<file path="src/rtl/mips_core_pkg.sv">
// Shared core types: branch outcome encoding and the in-flight branch record.
`ifndef ADDR_WIDTH
`define ADDR_WIDTH 32
`endif

package mips_core_pkg;

  typedef enum logic {
    NOT_TAKEN = 1'b0,
    TAKEN     = 1'b1
  } BranchOutcome;

  typedef struct packed {
    logic [`ADDR_WIDTH-1:0] pc;
    BranchOutcome           prediction;
    logic [`ADDR_WIDTH-1:0] recovery_target;
  } branch_inflight_t;

endpackage

</file>
<file path="src/rtl/branch_inflight_fifo.sv">
// In-order circular queue of in-flight branches; clear wins over push/pop.
module branch_inflight_fifo #(
  parameter int  DEPTH   = 4,
  parameter type entry_t = logic,
  localparam int PW      = $clog2(DEPTH),
  localparam int CW      = $clog2(DEPTH+1)
) (
  input  logic          clk,
  input  logic          rst_n,
  input  logic          push,
  input  entry_t        push_data,
  input  logic          pop,
  input  logic          clear,
  output entry_t        head,
  output logic [CW-1:0] count
);

  entry_t        mem [DEPTH];
  logic [PW-1:0] wr_ptr, rd_ptr;
  logic          do_push, do_pop;

  // a pop frees a slot in the same cycle, so a full queue still accepts push+pop
  assign do_pop  = pop && (count != '0);
  assign do_push = push && ((count != CW'(DEPTH)) || do_pop);
  assign head    = mem[rd_ptr];

  always_ff @(posedge clk or negedge rst_n) begin
    if (!rst_n) begin
      wr_ptr <= '0;
      rd_ptr <= '0;
      count  <= '0;
      for (int i = 0; i < DEPTH; i++) mem[i] <= '0;
    end else if (clear) begin
      wr_ptr <= '0;
      rd_ptr <= '0;
      count  <= '0;
    end else begin
      if (do_push) begin
        mem[wr_ptr] <= push_data;
        wr_ptr      <= wr_ptr + PW'(1);
      end
      if (do_pop) rd_ptr <= rd_ptr + PW'(1);
      count <= count + CW'(do_push) - CW'(do_pop);
    end
  end

endmodule

</file>
<file path="src/rtl/branch_resolver.sv">
// Resolves queued branch predictions against EX outcomes; drives predictor
// feedback and mispredict redirect. Optional stats: BRANCH_RESOLVER_STATS_EN.
`ifndef ADDR_WIDTH
`define ADDR_WIDTH 32
`endif

module branch_resolver
  import mips_core_pkg::*;
#(
  parameter int  DEPTH      = 4,
  parameter int  ADDR_WIDTH = `ADDR_WIDTH,
  localparam int CW         = $clog2(DEPTH+1)
) (
  input  logic                  clk,
  input  logic                  rst_n,
  input  logic                  i_push_valid,
  input  logic [ADDR_WIDTH-1:0] i_push_pc,
  input  BranchOutcome          i_push_prediction,
  input  logic [ADDR_WIDTH-1:0] i_push_recovery_target,
  output logic                  o_push_ready,
  input  logic                  i_res_valid,
  input  BranchOutcome          i_res_outcome,
  input  logic                  i_flush,
  output logic                  o_fb_valid,
  output logic [ADDR_WIDTH-1:0] o_fb_pc,
  output BranchOutcome          o_fb_prediction,
  output BranchOutcome          o_fb_outcome,
  output logic                  o_redirect_valid,
  output logic [ADDR_WIDTH-1:0] o_redirect_target,
  output logic [CW-1:0]         o_count,
  output logic                  o_underflow,
  output logic [31:0]           o_stat_branches,
  output logic [31:0]           o_stat_mispredicts
);

  branch_inflight_t head, push_entry;
  logic             res_hit, mispred;

  assign res_hit      = i_res_valid && (o_count != '0);
  assign mispred      = res_hit && (head.prediction != i_res_outcome);
  assign o_push_ready = (o_count != CW'(DEPTH));

  assign push_entry.pc              = i_push_pc;
  assign push_entry.prediction      = i_push_prediction;
  assign push_entry.recovery_target = i_push_recovery_target;

  // a mispredict squashes every younger entry, including a same-cycle push
  branch_inflight_fifo #(
    .DEPTH   (DEPTH),
    .entry_t (branch_inflight_t)
  ) u_fifo (
    .clk       (clk),
    .rst_n     (rst_n),
    .push      (i_push_valid),
    .push_data (push_entry),
    .pop       (res_hit),
    .clear     (i_flush || mispred),
    .head      (head),
    .count     (o_count)
  );

  always_ff @(posedge clk or negedge rst_n) begin
    if (!rst_n) begin
      o_fb_valid        <= 1'b0;
      o_fb_pc           <= '0;
      o_fb_prediction   <= NOT_TAKEN;
      o_fb_outcome      <= NOT_TAKEN;
      o_redirect_valid  <= 1'b0;
      o_redirect_target <= '0;
      o_underflow       <= 1'b0;
    end else begin
      o_fb_valid       <= res_hit;
      o_redirect_valid <= mispred && !i_flush;
      o_underflow      <= i_res_valid && (o_count == '0);
      if (res_hit) begin
        o_fb_pc         <= head.pc;
        o_fb_prediction <= head.prediction;
        o_fb_outcome    <= i_res_outcome;
      end
      if (mispred && !i_flush) o_redirect_target <= head.recovery_target;
    end
  end

`ifdef BRANCH_RESOLVER_STATS_EN
  logic [31:0] stat_br, stat_mp;

  always_ff @(posedge clk or negedge rst_n) begin
    if (!rst_n) begin
      stat_br <= '0;
      stat_mp <= '0;
    end else begin
      if (o_fb_valid && (stat_br != '1))       stat_br <= stat_br + 32'd1;
      if (o_redirect_valid && (stat_mp != '1)) stat_mp <= stat_mp + 32'd1;
    end
  end

  assign o_stat_branches    = stat_br;
  assign o_stat_mispredicts = stat_mp;
`else
  assign o_stat_branches    = '0;
  assign o_stat_mispredicts = '0;
`endif

endmodule
</file>
<file path="config.mk">
export PLATFORM = sky130hd
export DESIGN_NAME = branch_resolver
export DESIGN_NICKNAME = d
export VERILOG_FILES = /design/src/rtl/mips_core_pkg.sv /design/src/rtl/branch_inflight_fifo.sv /design/src/rtl/branch_resolver.sv
export SDC_FILE = /design/constraint.sdc
export NUM_CORES = 1
export LEC_CHECK = 0
export CAP_MARGIN = 20
export CELL_PAD_IN_SITES_DETAIL_PLACEMENT = 1
export CELL_PAD_IN_SITES_GLOBAL_PLACEMENT = 2
export CORE_UTILIZATION = 41
export CTS_BUF_LIST = sky130_fd_sc_hd__clkbuf_2 sky130_fd_sc_hd__clkbuf_4 sky130_fd_sc_hd__clkbuf_8
export CTS_CLUSTER_SIZE = 8
export DETAILED_ROUTE_END_ITERATION = 8
export PLACE_DENSITY_LB_ADDON = 0.08
export SYNTH_ARGS = -nofsm -noshare
export SYNTH_HDL_FRONTEND = slang
export SYNTH_SLANG_ARGS = --single-unit
</file>
<file path="constraint.sdc">
create_clock -name clk -period 3.4 [get_ports clk]
set_input_delay 0.68 -clock clk [delete_from_list [all_inputs] [get_ports clk]]
set_output_delay 0.68 -clock clk [all_outputs]
set_load 0.005 [all_outputs]
</file>
==> flow_summary.json, run 1 <==
{
  "post_cts.repair.setup_buffers": 0,
  "fmaxAchievable_mhz": 363,
  "final.setup.worst_slack_ns": 0.647,
  "commonest_cells_in_the_synthesized_netlist": "sky130_fd_sc_hd__dfrtp_1, sky130_fd_sc_hd__mux2_1, sky130_fd_sc_hd__nand2_1",
  "design.die.area_sq_um": 37000,
  "path_clk_slew_ns": 0.06,
  "final_cycle_share": 0.810,
  "startpoint_types": "flip-flop",
  "vias_in_the_first_global_route": 9114,
  "overflow": 0,
  "floorplan.initialDensity": 0.417,
  "crit_path_cell_trace": "or3b_2 > clkdlybuf4s50_1",
  "antenna_found_initial": 1,
  "postLayoutCoreUtil": 0.500,
  "yosys.cell_count.top_type": "sky130_fd_sc_hd__dfrtp_1",
  "unrepaired_setup_endpoints_after_global_routing": "no",
  "number_of_cells_after_detailed_placement": 1533,
  "netlist_top_cells_area": "sky130_fd_sc_hd__dfrtp_1, sky130_fd_sc_hd__mux2_1, sky130_fd_sc_hd__mux4_2",
  "cap_viol_max_count": 0,
  "floorplan.die.height_um": 192,
  "average_detailed_routed_wire_length_per_instance_um": 19.5,
  "tightest_slew_ns": 0.743,
  "routed_wirelength_um": 31900,
  "std_cell_rows": 69,
  "skew_ns": 0.0194,
  "cts_h_tree_depth": 2,
  "min_path_type": "primary input to async pin",
  "critPathCaptureType": "output port",
  "drt_iter0_drc": 226,
  "detail_route.vias_per_cell": 5.02,
  "crit_required_ns": 2.72,
  "drive_gt1_frac": 0.236,
  "synthesis.area_sq_um": 14800,
  "routabilityCongestion": 0.691,
  "synth_top_cell_area_share": 0.567,
  "synthArstFlopShare": 1.00,
  "first_pass_grt_wire_length_um": 51900,
  "netlist.top_cell.by_area": "sky130_fd_sc_hd__dfrtp_1",
  "cp_max_fo": 6,
  "number_of_iterations_in_the_first_detailed_routing_pass": 4,
  "grt_max_degree": 90,
  "netlist_instances": 958,
  "dpl-instance-area_sq_um": 16600,
  "layout_overhead_on_the_synthesized_area_pct": 19.9,
  "vdd.ir_drop.worst_uv": 420,
  "hold_violations": 0,
  "timing.max_slew.rel_slack": 0.505,
  "final.setup.tns_ns": 0,
  "yosysUniqueCellTypes": 27,
  "die_w_um": 192,
  "fin_worst_hold_slack_ns": 0.0939,
  "cts.root.buffer_cell": "sky130_fd_sc_hd__clkbuf_8",
  "finish.cell_count_without_fillers": 1633,
  "nNetsFinal": 1210,
  "outcome": "finished clean",
  "yosysWarnings": 0,
  "place_worst_setup_slack_ns": 0.387,
  "synth-edff-count": 0,
  "finalWorstPathRequiredPeriod_ns": 2.75,
  "detail_route.drc_violations": 0,
  "cts_max_path_buffers": 3,
  "syn_avg_cell_area_sq_um": 15.5,
  "timing.final.max_slew_violations": 0,
  "grtUsageTotal": 0.184,
  "cp_num_buf_inv": 1,
  "hold_buffers": 0,
  "timing.setup.critical_path_class": "flip-flop to output port",
  "io_count": 208,
  "path_delay_family": "simple AND/OR/NAND/NOR gates",
  "endpoint_arrival_time_on_the_critical_path_ns": 2.07,
  "dp_hpwl_um": 19300,
  "clock_insertion_delay_worst_skew_ns": 0.61,
  "totalPowerFinal_mw": 15.1,
  "cts.sinks": 336,
  "cp_slowest_stage_delay_ns": 0.52,
  "post_cts_resized": 0,
  "synth.yosys.seq_area_share": 0.567,
  "core_sq_um": 35600,
  "final_antenna_net_count": 0,
  "post-route-cell-area_sq_um": 17800,
  "power.density_nw_per_um2": 851,
  "numCtsBuffers": 58,
  "placement.io_buffers": 143,
  "clock_tree_from_tritoncts": "built",
  "setup_viol_count_final": 0,
  "antenna-diode-count": 0,
  "vias": 8205,
  "critical_path_top_delay_cell": "sky130_fd_sc_hd__or3b_2",
  "synth-seq-cells": 336,
  "synth_top_flop_cell": "sky130_fd_sc_hd__dfrtp_1",
  "power.leakage_nw": 7.95
}
-- layout make-up --
type / instances / area, sq um
tap: 461 / 577
fill: 3528 / 17800
clock buffer: 95 / 1150
clock inverter: 5 / 52.6
multi-input combinational: 555 / 5780
timing repair buffer: 170 / 1780
sequential: 336 / 8420
inverter: 11 / 41.3
-- cell usage in the layout, fill, tap and decap left out, drive strengths merged, types with 11 or more instances in the layout --
cell type / instances
clkbuf: 95
dfrtp: 336
nand2: 103
mux2: 292
buf: 28
inv: 11
clkdlybuf4s50: 142
conb: 64
mux4: 65
-- kinds of logic (layout without fill, tap and decap cells) --
kind of cell,Yosys count,count (layout),synth area share
other,1,64,0.000253
buffers and inverters,130,281,0.0610
flip-flops,336,336,0.567
multiplexers,358,358,0.321
AND/OR/NAND/NOR,114,114,0.0310
XOR/XNOR,6,6,0.00481
adder cells (fa/ha/maj),7,7,0.00641
AO/OA/AOI/OAI,6,6,0.00886
-- state kept, by name, summed over array words and instances, names as in the netlist, 2 cells and up --
register / cells
u_fifo.count: 3
o_fb_pc: 32
o_redirect_target: 32
u_fifo.rd_ptr: 2
u_fifo.wr_ptr: 2
u_fifo.mem: 260
-- report_power, final --
part | internal (mW) | total [mW] | leakage, nW | switching, mW
clock | 2.19 | 3.76 | 0.644 | 1.58
combinational | 2.90 | 4.71 | 3.09 | 1.81
sequential | 5.79 | 6.67 | 4.21 | 0.877
total | 10.9 | 15.1 | 7.95 | 4.26
-- path summary, 6_finish.rpt --
kind | depth (start not counted) | startpoint | to | slack (ns)
worst max-delay path | 2 | u_fifo.count[1]$_DFF_PN0_ | o_push_ready | 0.65
worst min-delay path | 1 | rst_n | o_fb_pc[19]$_DFFE_PN0P_ | 0.09
worst max register to register | 5 | u_fifo.rd_ptr[0]$_DFFE_PN0P_ | u_fifo.mem[205]$_DFFE_PN0P_ | 0.76
worst min register to register | 2 | o_fb_pc[30]$_DFFE_PN0P_ | o_fb_pc[30]$_DFFE_PN0P_ | 0.47
max in group asynchronous | 2 | rst_n | u_fifo.mem[123]$_DFFE_PN0P_ | 2.26
min in group clk | 2 | o_fb_pc[30]$_DFFE_PN0P_ | o_fb_pc[30]$_DFFE_PN0P_ | 0.47
-- metal layers --
layer / vias up / global-route usage / part of all wire
met5: - / 0 / 0.00041
met4: 2 / 0.0506 / 0.018
met3: 53 / 0.0391 / 0.044
met2: 185 / 0.297 / 0.48
met1: 4336 / 0.250 / 0.46
li1: 3629 / - / -
Power figures use the tool's default switching activity.
==> inputs of run 2 (changes only) <==
--- a/config.mk
+++ b/config.mk
@@ -8,7 +8,7 @@
 export CAP_MARGIN = 20
 export CELL_PAD_IN_SITES_DETAIL_PLACEMENT = 1
 export CELL_PAD_IN_SITES_GLOBAL_PLACEMENT = 2
-export CORE_UTILIZATION = 41
+export CORE_UTILIZATION = 37
 export CTS_BUF_LIST = sky130_fd_sc_hd__clkbuf_2 sky130_fd_sc_hd__clkbuf_4 sky130_fd_sc_hd__clkbuf_8
 export CTS_CLUSTER_SIZE = 8
 export DETAILED_ROUTE_END_ITERATION = 8
==> constraint.sdc (replaced) <==
create_clock -name clk -period 2.5 [get_ports clk]
set_input_delay 0.5 -clock clk [delete_from_list [all_inputs] [get_ports clk]]
set_output_delay 0.5 -clock clk [all_outputs]
set_load 0.005 [all_outputs]
==> run 2 against run 1 <==
Net effect: the run now ends with setup timing left; sequential share of layout area shrank 5.7 points; via count up 5.1%; total power rose by 54%; setup slack worse by 0.70 ns.
==> flow_summary.json, run 2 (synthesis results as in run 1) <==
{
  "nNetsFinal": 1288,
  "floorplan.die.height_um": 202,
  "drt_iter0_drc": 324,
  "cts.root.buffer_cell": "sky130_fd_sc_hd__clkbuf_8",
  "overflow": 0,
  "seq_power_share": 0.396,
  "tightest_slew_ns": 0.855,
  "design.die.area_sq_um": 40900,
  "power.density_nw_per_um2": 1150,
  "grtUsageTotal": 0.179,
  "detail_route.drc_violations": 0,
  "global_route.usage.met1": 0.245,
  "drive_gt1_frac": 0.447,
  "placement.io_buffers": 143,
  "regArea_sq_um": 8420,
  "critical_path_top_delay_cell": "sky130_fd_sc_hd__mux4_2",
  "comb_power_share": 0.377,
  "final.setup.worst_slack_ns": -0.0562,
  "final_cell_mix": "sky130_fd_sc_hd__dfrtp_1, sky130_fd_sc_hd__mux2_4, sky130_fd_sc_hd__clkdlybuf4s50_1, sky130_fd_sc_hd__nand2_1, sky130_fd_sc_hd__clkbuf_8",
  "timing.final.max_slew_violations": 0,
  "cp_num_buf_inv": 3,
  "cts.sinks": 336,
  "largestRegisters": "u_fifo.mem (260), o_fb_pc (32), o_redirect_target (32)",
  "hold_violations": 0,
  "final_antenna_net_count": 0,
  "cp_slowest_stage_delay_ns": 0.58,
  "layout_overhead_on_the_synthesized_area_pct": 36.3,
  "fmaxAchievable_mhz": 391,
  "average_detailed_routed_wire_length_per_instance_um": 21.9,
  "endpoint_arrival_time_on_the_critical_path_ns": 3.06,
  "multiInputGateArea_sq_um": 6740,
  "timing.setup.critical_path_class": "flip-flop to flip-flop",
  "finalWorstPathRequiredPeriod_ns": 2.56,
  "critPathCaptureType": "flip-flop",
  "net-switching-power_mw": 6.48,
  "first_pass_grt_wire_length_um": 56600,
  "largest_register_ffs": 260,
  "timing.max_slew.rel_slack": 0.430,
  "crit_required_ns": 3.01,
  "cap_viol_max_count": 0,
  "final_cycle_share": 1.02,
  "final.setup.tns_ns": -1.94,
  "path_clk_slew_ns": 0.06,
  "grt_max_degree": 53,
  "clock_power_share": 0.227,
  "outcome": "finished with violations",
  "vdd.ir_drop.worst_uv": 501,
  "routabilityCongestion": 0.694,
  "failed_checks": "setup timing",
  "antenna_found_initial": 0,
  "grt_use_met2": 0.287,
  "skew_ns": 0.0332,
  "vias_in_the_first_global_route": 9627,
  "min_path_type": "primary input to async pin",
  "place_worst_setup_slack_ns": -0.266,
  "vias": 8624,
  "unrepaired_setup_endpoints_after_global_routing": "yes",
  "std_cell_rows": 72,
  "cts_max_path_buffers": 3,
  "antenna-diode-count": 0,
  "core_sq_um": 39100,
  "cts_h_tree_depth": 2,
  "number_of_iterations_in_the_first_detailed_routing_pass": 4,
  "p_sw_frac": 0.279,
  "busiest_layer": "met2",
  "totalPowerFinal_mw": 23.3,
  "power.leakage_nw": 9.10,
  "detail_route.vias_per_cell": 4.88,
  "number_of_cells_after_detailed_placement": 1627,
  "dp_hpwl_um": 22100,
  "numCtsBuffers": 58,
  "mostFrequentLayoutCell": "sky130_fd_sc_hd__dfrtp_1",
  "startpoint_types": "flip-flop",
  "finish.cell_count_without_fillers": 1769,
  "path_delay_family": "multiplexers",
  "design_internal_power_mw": 16.8,
  "routed_wirelength_um": 38700,
  "clock_tree_from_tritoncts": "built",
  "clock_insertion_delay_worst_skew_ns": 0.65,
  "die_w_um": 202,
  "setup_viol_count_final": 83,
  "crit_path_cell_trace": "mux4_2 > xor2_4 > a2111oi_4 > buf_6 > buf_12 > clkbuf_16 > mux2_4",
  "grtUsageMet3": 0.0311,
  "io_count": 208,
  "cp_max_fo": 6,
  "registers.top_by_ff_count": "u_fifo.mem",
  "layout.filler_cells": 3725,
  "floorplan.initialDensity": 0.379
}
==> run 2: changes by cell type in the layout (fill, tap and decap cells not counted), moves of 16 or more <==
cell and change:
sky130_fd_sc_hd__mux2_1 -197, sky130_fd_sc_hd__buf_6 +17, sky130_fd_sc_hd__buf_12 +22, sky130_fd_sc_hd__mux2_4 +248
sky130_fd_sc_hd__clkbuf_16 +16, sky130_fd_sc_hd__mux2_2 -51
==> run 2: worst paths after layout <==
path / from / to / slack [ns] / cells after the start
min reg2reg: o_fb_pc[15]$_DFFE_PN0P_ / o_fb_pc[15]$_DFFE_PN0P_ / 0.47 / 2
min: rst_n / o_redirect_target[25]$_DFFE_PN0P_ / 0.41 / 2
min in group clk: o_fb_pc[15]$_DFFE_PN0P_ / o_fb_pc[15]$_DFFE_PN0P_ / 0.47 / 2
max: u_fifo.rd_ptr[0]$_DFFE_PN0P_ / u_fifo.mem[6]$_DFFE_PN0P_ / -0.06 / 7
max reg2reg: u_fifo.rd_ptr[0]$_DFFE_PN0P_ / u_fifo.mem[6]$_DFFE_PN0P_ / -0.06 / 7
max in group asynchronous: rst_n / u_fifo.mem[248]$_DFFE_PN0P_ / 1.28 / 4
==> run 2: timing repair <==
| item | CTS | global route |
|---|---|---|
| pin swaps | 2 | 3 |
| setup endpoints to repair | 244 | 273 |
| buffers inserted | 11 | 4 |
| cloned | 4 | 21 |
| resized for setup | 98 | 201 |
| endpoints found under the hold margin | 44 | 0 |
| hold buffers | 1 | 0 |
==> run 2: metal layers <==
layer / wire, um / up-vias
li1: - / 3786
met1: 17800 / 4581
met2: 18700 / 208
met3: 1560 / 49
met4: 659 / 0
met5: 0 / -
==> run 2: power groups by stage <==
stage	sequential [mW]	combinational, mW	clock [mW]
2_1_floorplan	8.80	4.40	0
3_3_place_gp	9.09	6.74	0
3_5_place_dp	9.16	6.90	0
4_1_cts	9.10	7.52	5.48
5_1_grt	9.51	9.46	5.72
6_report	9.21	8.75	5.29
==> run 2: final cells by class <==
type	instances	area share
timing repair buffer	248	0.154
sequential	336	0.416
multi-input combinational	555	0.333
clock buffer	97	0.0604
tap	518	0.0320
inverter	11	0.00216
clock inverter	4	0.00142
==> run 2: stage by stage <==
step           cell area (sq um)  utilization  hold slack [ns]
5_1_grt                    20200        0.517            0.404
3_3_place_gp               17200        0.439            0.455
3_5_place_dp               17200        0.439            0.465
6_report                   20200        0.517            0.408
4_1_cts                    19000        0.485            0.373
2_1_floorplan              15100            -            0.204
==> inputs of run 3 (changes only) <==
--- a/config.mk
+++ b/config.mk
@@ -13,6 +13,7 @@
 export CTS_CLUSTER_SIZE = 8
 export DETAILED_ROUTE_END_ITERATION = 8
 export PLACE_DENSITY_LB_ADDON = 0.08
+export SETUP_SLACK_MARGIN = 0.5
 export SYNTH_ARGS = -nofsm -noshare
 export SYNTH_HDL_FRONTEND = slang
 export SYNTH_SLANG_ARGS = --single-unit
==> run 3 against run 2 <==
Net effect: the run still ends with setup timing left; combinational power shrank 2.9%; sequential cell count unchanged; register-to-register slack hardly changed; clock power barely moved; largest cell class unchanged; die area unchanged; via count decreased by 0.67%; maximum frequency rose by 0.13%.
==> flow_summary.json, run 3 (synthesis results as in run 1) <==
{
  "floorplan.initialDensity": 0.379,
  "fin_worst_hold_slack_ns": 0.454,
  "numCtsBuffers": 59,
  "endpoint_arrival_time_on_the_critical_path_ns": 3.05,
  "drive_gt1_frac": 0.450,
  "worst_setup_path_startpoint": "u_fifo.rd_ptr[0]$_DFFE_PN0P_",
  "timing.setup.critical_path_class": "flip-flop to flip-flop",
  "dp_hpwl_um": 22700,
  "registers.top_by_ff_count": "u_fifo.mem",
  "floorplan.die.height_um": 202,
  "drt_iter0_drc": 297,
  "routed_wirelength_um": 38100,
  "finalWorstPathRequiredPeriod_ns": 2.55,
  "final_cycle_share": 1.02,
  "detail_route.vias_per_cell": 4.86,
  "postLayoutCoreUtil": 0.518,
  "min_path_type": "primary input to async pin",
  "grt_max_degree": 68,
  "mostFrequentLayoutCell": "sky130_fd_sc_hd__dfrtp_1",
  "cap_viol_max_count": 0,
  "first_pass_grt_wire_length_um": 59400,
  "final_cell_mix": "sky130_fd_sc_hd__dfrtp_1, sky130_fd_sc_hd__mux2_4, sky130_fd_sc_hd__nand2_1, sky130_fd_sc_hd__clkbuf_8, sky130_fd_sc_hd__dlymetal6s2s_1",
  "vdd.ir_drop.worst_uv": 513,
  "critPathCaptureType": "flip-flop",
  "fmaxAchievable_mhz": 392,
  "setup_viol_count_final": 176,
  "vias_in_the_first_global_route": 9741,
  "cp_max_fo": 7,
  "final_antenna_net_count": 0,
  "routabilityCongestion": 0.708,
  "antenna_found_initial": 1,
  "outcome": "finished with violations",
  "path_clk_slew_ns": 0.06,
  "layout.filler_cells": 3757,
  "average_detailed_routed_wire_length_per_instance_um": 21.6,
  "std_cell_rows": 72,
  "detail_route.drc_violations": 0,
  "grtUsageTotal": 0.188,
  "overflow": 0,
  "reg2reg_setup_slack_ns": -0.05,
  "die_w_um": 202,
  "final.setup.tns_ns": -4.21,
  "final.setup.worst_slack_ns": -0.0530,
  "hold_violations": 0,
  "cts.root.buffer_cell": "sky130_fd_sc_hd__clkbuf_8",
  "timing.final.max_slew_violations": 0,
  "design.die.area_sq_um": 40900,
  "nNetsFinal": 1285,
  "cts.sinks": 336,
  "unrepaired_setup_endpoints_after_global_routing": "yes",
  "cts_h_tree_depth": 2,
  "clock_tree_from_tritoncts": "built",
  "power.density_nw_per_um2": 1140,
  "layout_overhead_on_the_synthesized_area_pct": 36.4,
  "largestRegisters": "u_fifo.mem (260), o_fb_pc (32), o_redirect_target (32)",
  "startpoint_types": "flip-flop",
  "skew_ns": 0.0303,
  "cts_max_path_buffers": 3,
  "power.leakage_nw": 9.88,
  "antenna-diode-count": 0,
  "tightest_slew_ns": 0.613,
  "failed_checks": "setup timing",
  "timing.max_slew.rel_slack": 0.591,
  "number_of_iterations_in_the_first_detailed_routing_pass": 4,
  "crit_required_ns": 3.00,
  "timing.rr.start": "u_fifo.rd_ptr[0]$_DFFE_PN0P_",
  "vias": 8566,
  "core_sq_um": 39100,
  "dpl-instance-area_sq_um": 18100,
  "largest_register_ffs": 260,
  "post-route-cell-area_sq_um": 20200,
  "placement.io_buffers": 143,
  "clock_insertion_delay_worst_skew_ns": 0.64,
  "place_worst_setup_slack_ns": -0.191,
  "io_count": 208
}
run 3: changes by cell type in the layout (fill, tap and decap cells not counted), moves of 3 or more:
cell,before,now
sky130_fd_sc_hd__mux2_2,21,12
sky130_fd_sc_hd__buf_12,33,26
sky130_fd_sc_hd__buf_8,4,12
sky130_fd_sc_hd__clkdlybuf4s50_1,141,70
sky130_fd_sc_hd__clkbuf_16,16,8
sky130_fd_sc_hd__dlymetal6s2s_1,0,71
sky130_fd_sc_hd__clkinv_2,1,6
sky130_fd_sc_hd__clkbuf_4,18,15
sky130_fd_sc_hd__mux2_4,248,259
run 3: power by group:
group / total (mW) / switching [mW] / leakage [nW] / internal, mW
Combinational: 8.50 / 2.83 / 5.01 / 5.67
Clock: 5.28 / 2.28 / 0.660 / 3.00
Sequential: 9.30 / 1.41 / 4.21 / 7.89
Total: 23.1 / 6.52 / 9.88 / 16.6
run 3: metal layers:
layer,track usage,vias up,share of wire
met5,0,-,0.00031
met4,0.0604,2,0.023
met3,0.0360,67,0.040
met2,0.285,189,0.46
met1,0.270,4545,0.48
li1,-,3763,-
run 3: cell type report:
type | instances | area (sq um) | share of cell area
clock buffer | 94 | 1200 | 0.0593
clock inverter | 6 | 30.0 | 0.00148
inverter | 11 | 43.8 | 0.00216
multi-input combinational | 555 | 6800 | 0.336
sequential | 336 | 8420 | 0.416
tap | 518 | 648 | 0.0320
timing repair buffer | 244 | 3100 | 0.153
run 3: worst paths after layout:
kind | end | depth (start not counted)
worst max-delay path | u_fifo.mem[43]$_DFFE_PN0P_ | 7
worst min-delay path | o_redirect_target[8]$_DFFE_PN0P_ | 2
worst max register to register | u_fifo.mem[43]$_DFFE_PN0P_ | 7
worst min register to register | o_fb_pc[18]$_DFFE_PN0P_ | 2
max in group asynchronous | u_fifo.rd_ptr[1]$_DFFE_PN0P_ | 3
min in group clk | o_fb_pc[18]$_DFFE_PN0P_ | 2
run 3: worst max-delay path: stages (launching register included):
cell and delay [ns]:
sky130_fd_sc_hd__dfrtp_4 0.42, sky130_fd_sc_hd__mux4_2 0.59, sky130_fd_sc_hd__xor2_4 0.24, sky130_fd_sc_hd__a2111oi_4 0.43, sky130_fd_sc_hd__buf_12 0.18, sky130_fd_sc_hd__buf_12 0.14
sky130_fd_sc_hd__buf_16 0.14, sky130_fd_sc_hd__mux2_4 0.30
run 3: repair_timing:
action,4_1_cts,5_1_grt
pin swaps,2,4
setup buffers,4,20
cloned,2,11
endpoints found under the hold margin,57,0
endpoints found under the setup margin,402,403
resized for setup,25,106
hold buffers,1,0
run 3: per-stage QoR:
step	total power [mW]	cells
3_3_place_gp	17.5	1626
3_5_place_dp	17.7	1626
4_1_cts	23.2	1733
6_report	23.1	1764
5_1_grt	24.5	1764
2_1_floorplan	14.8	1021
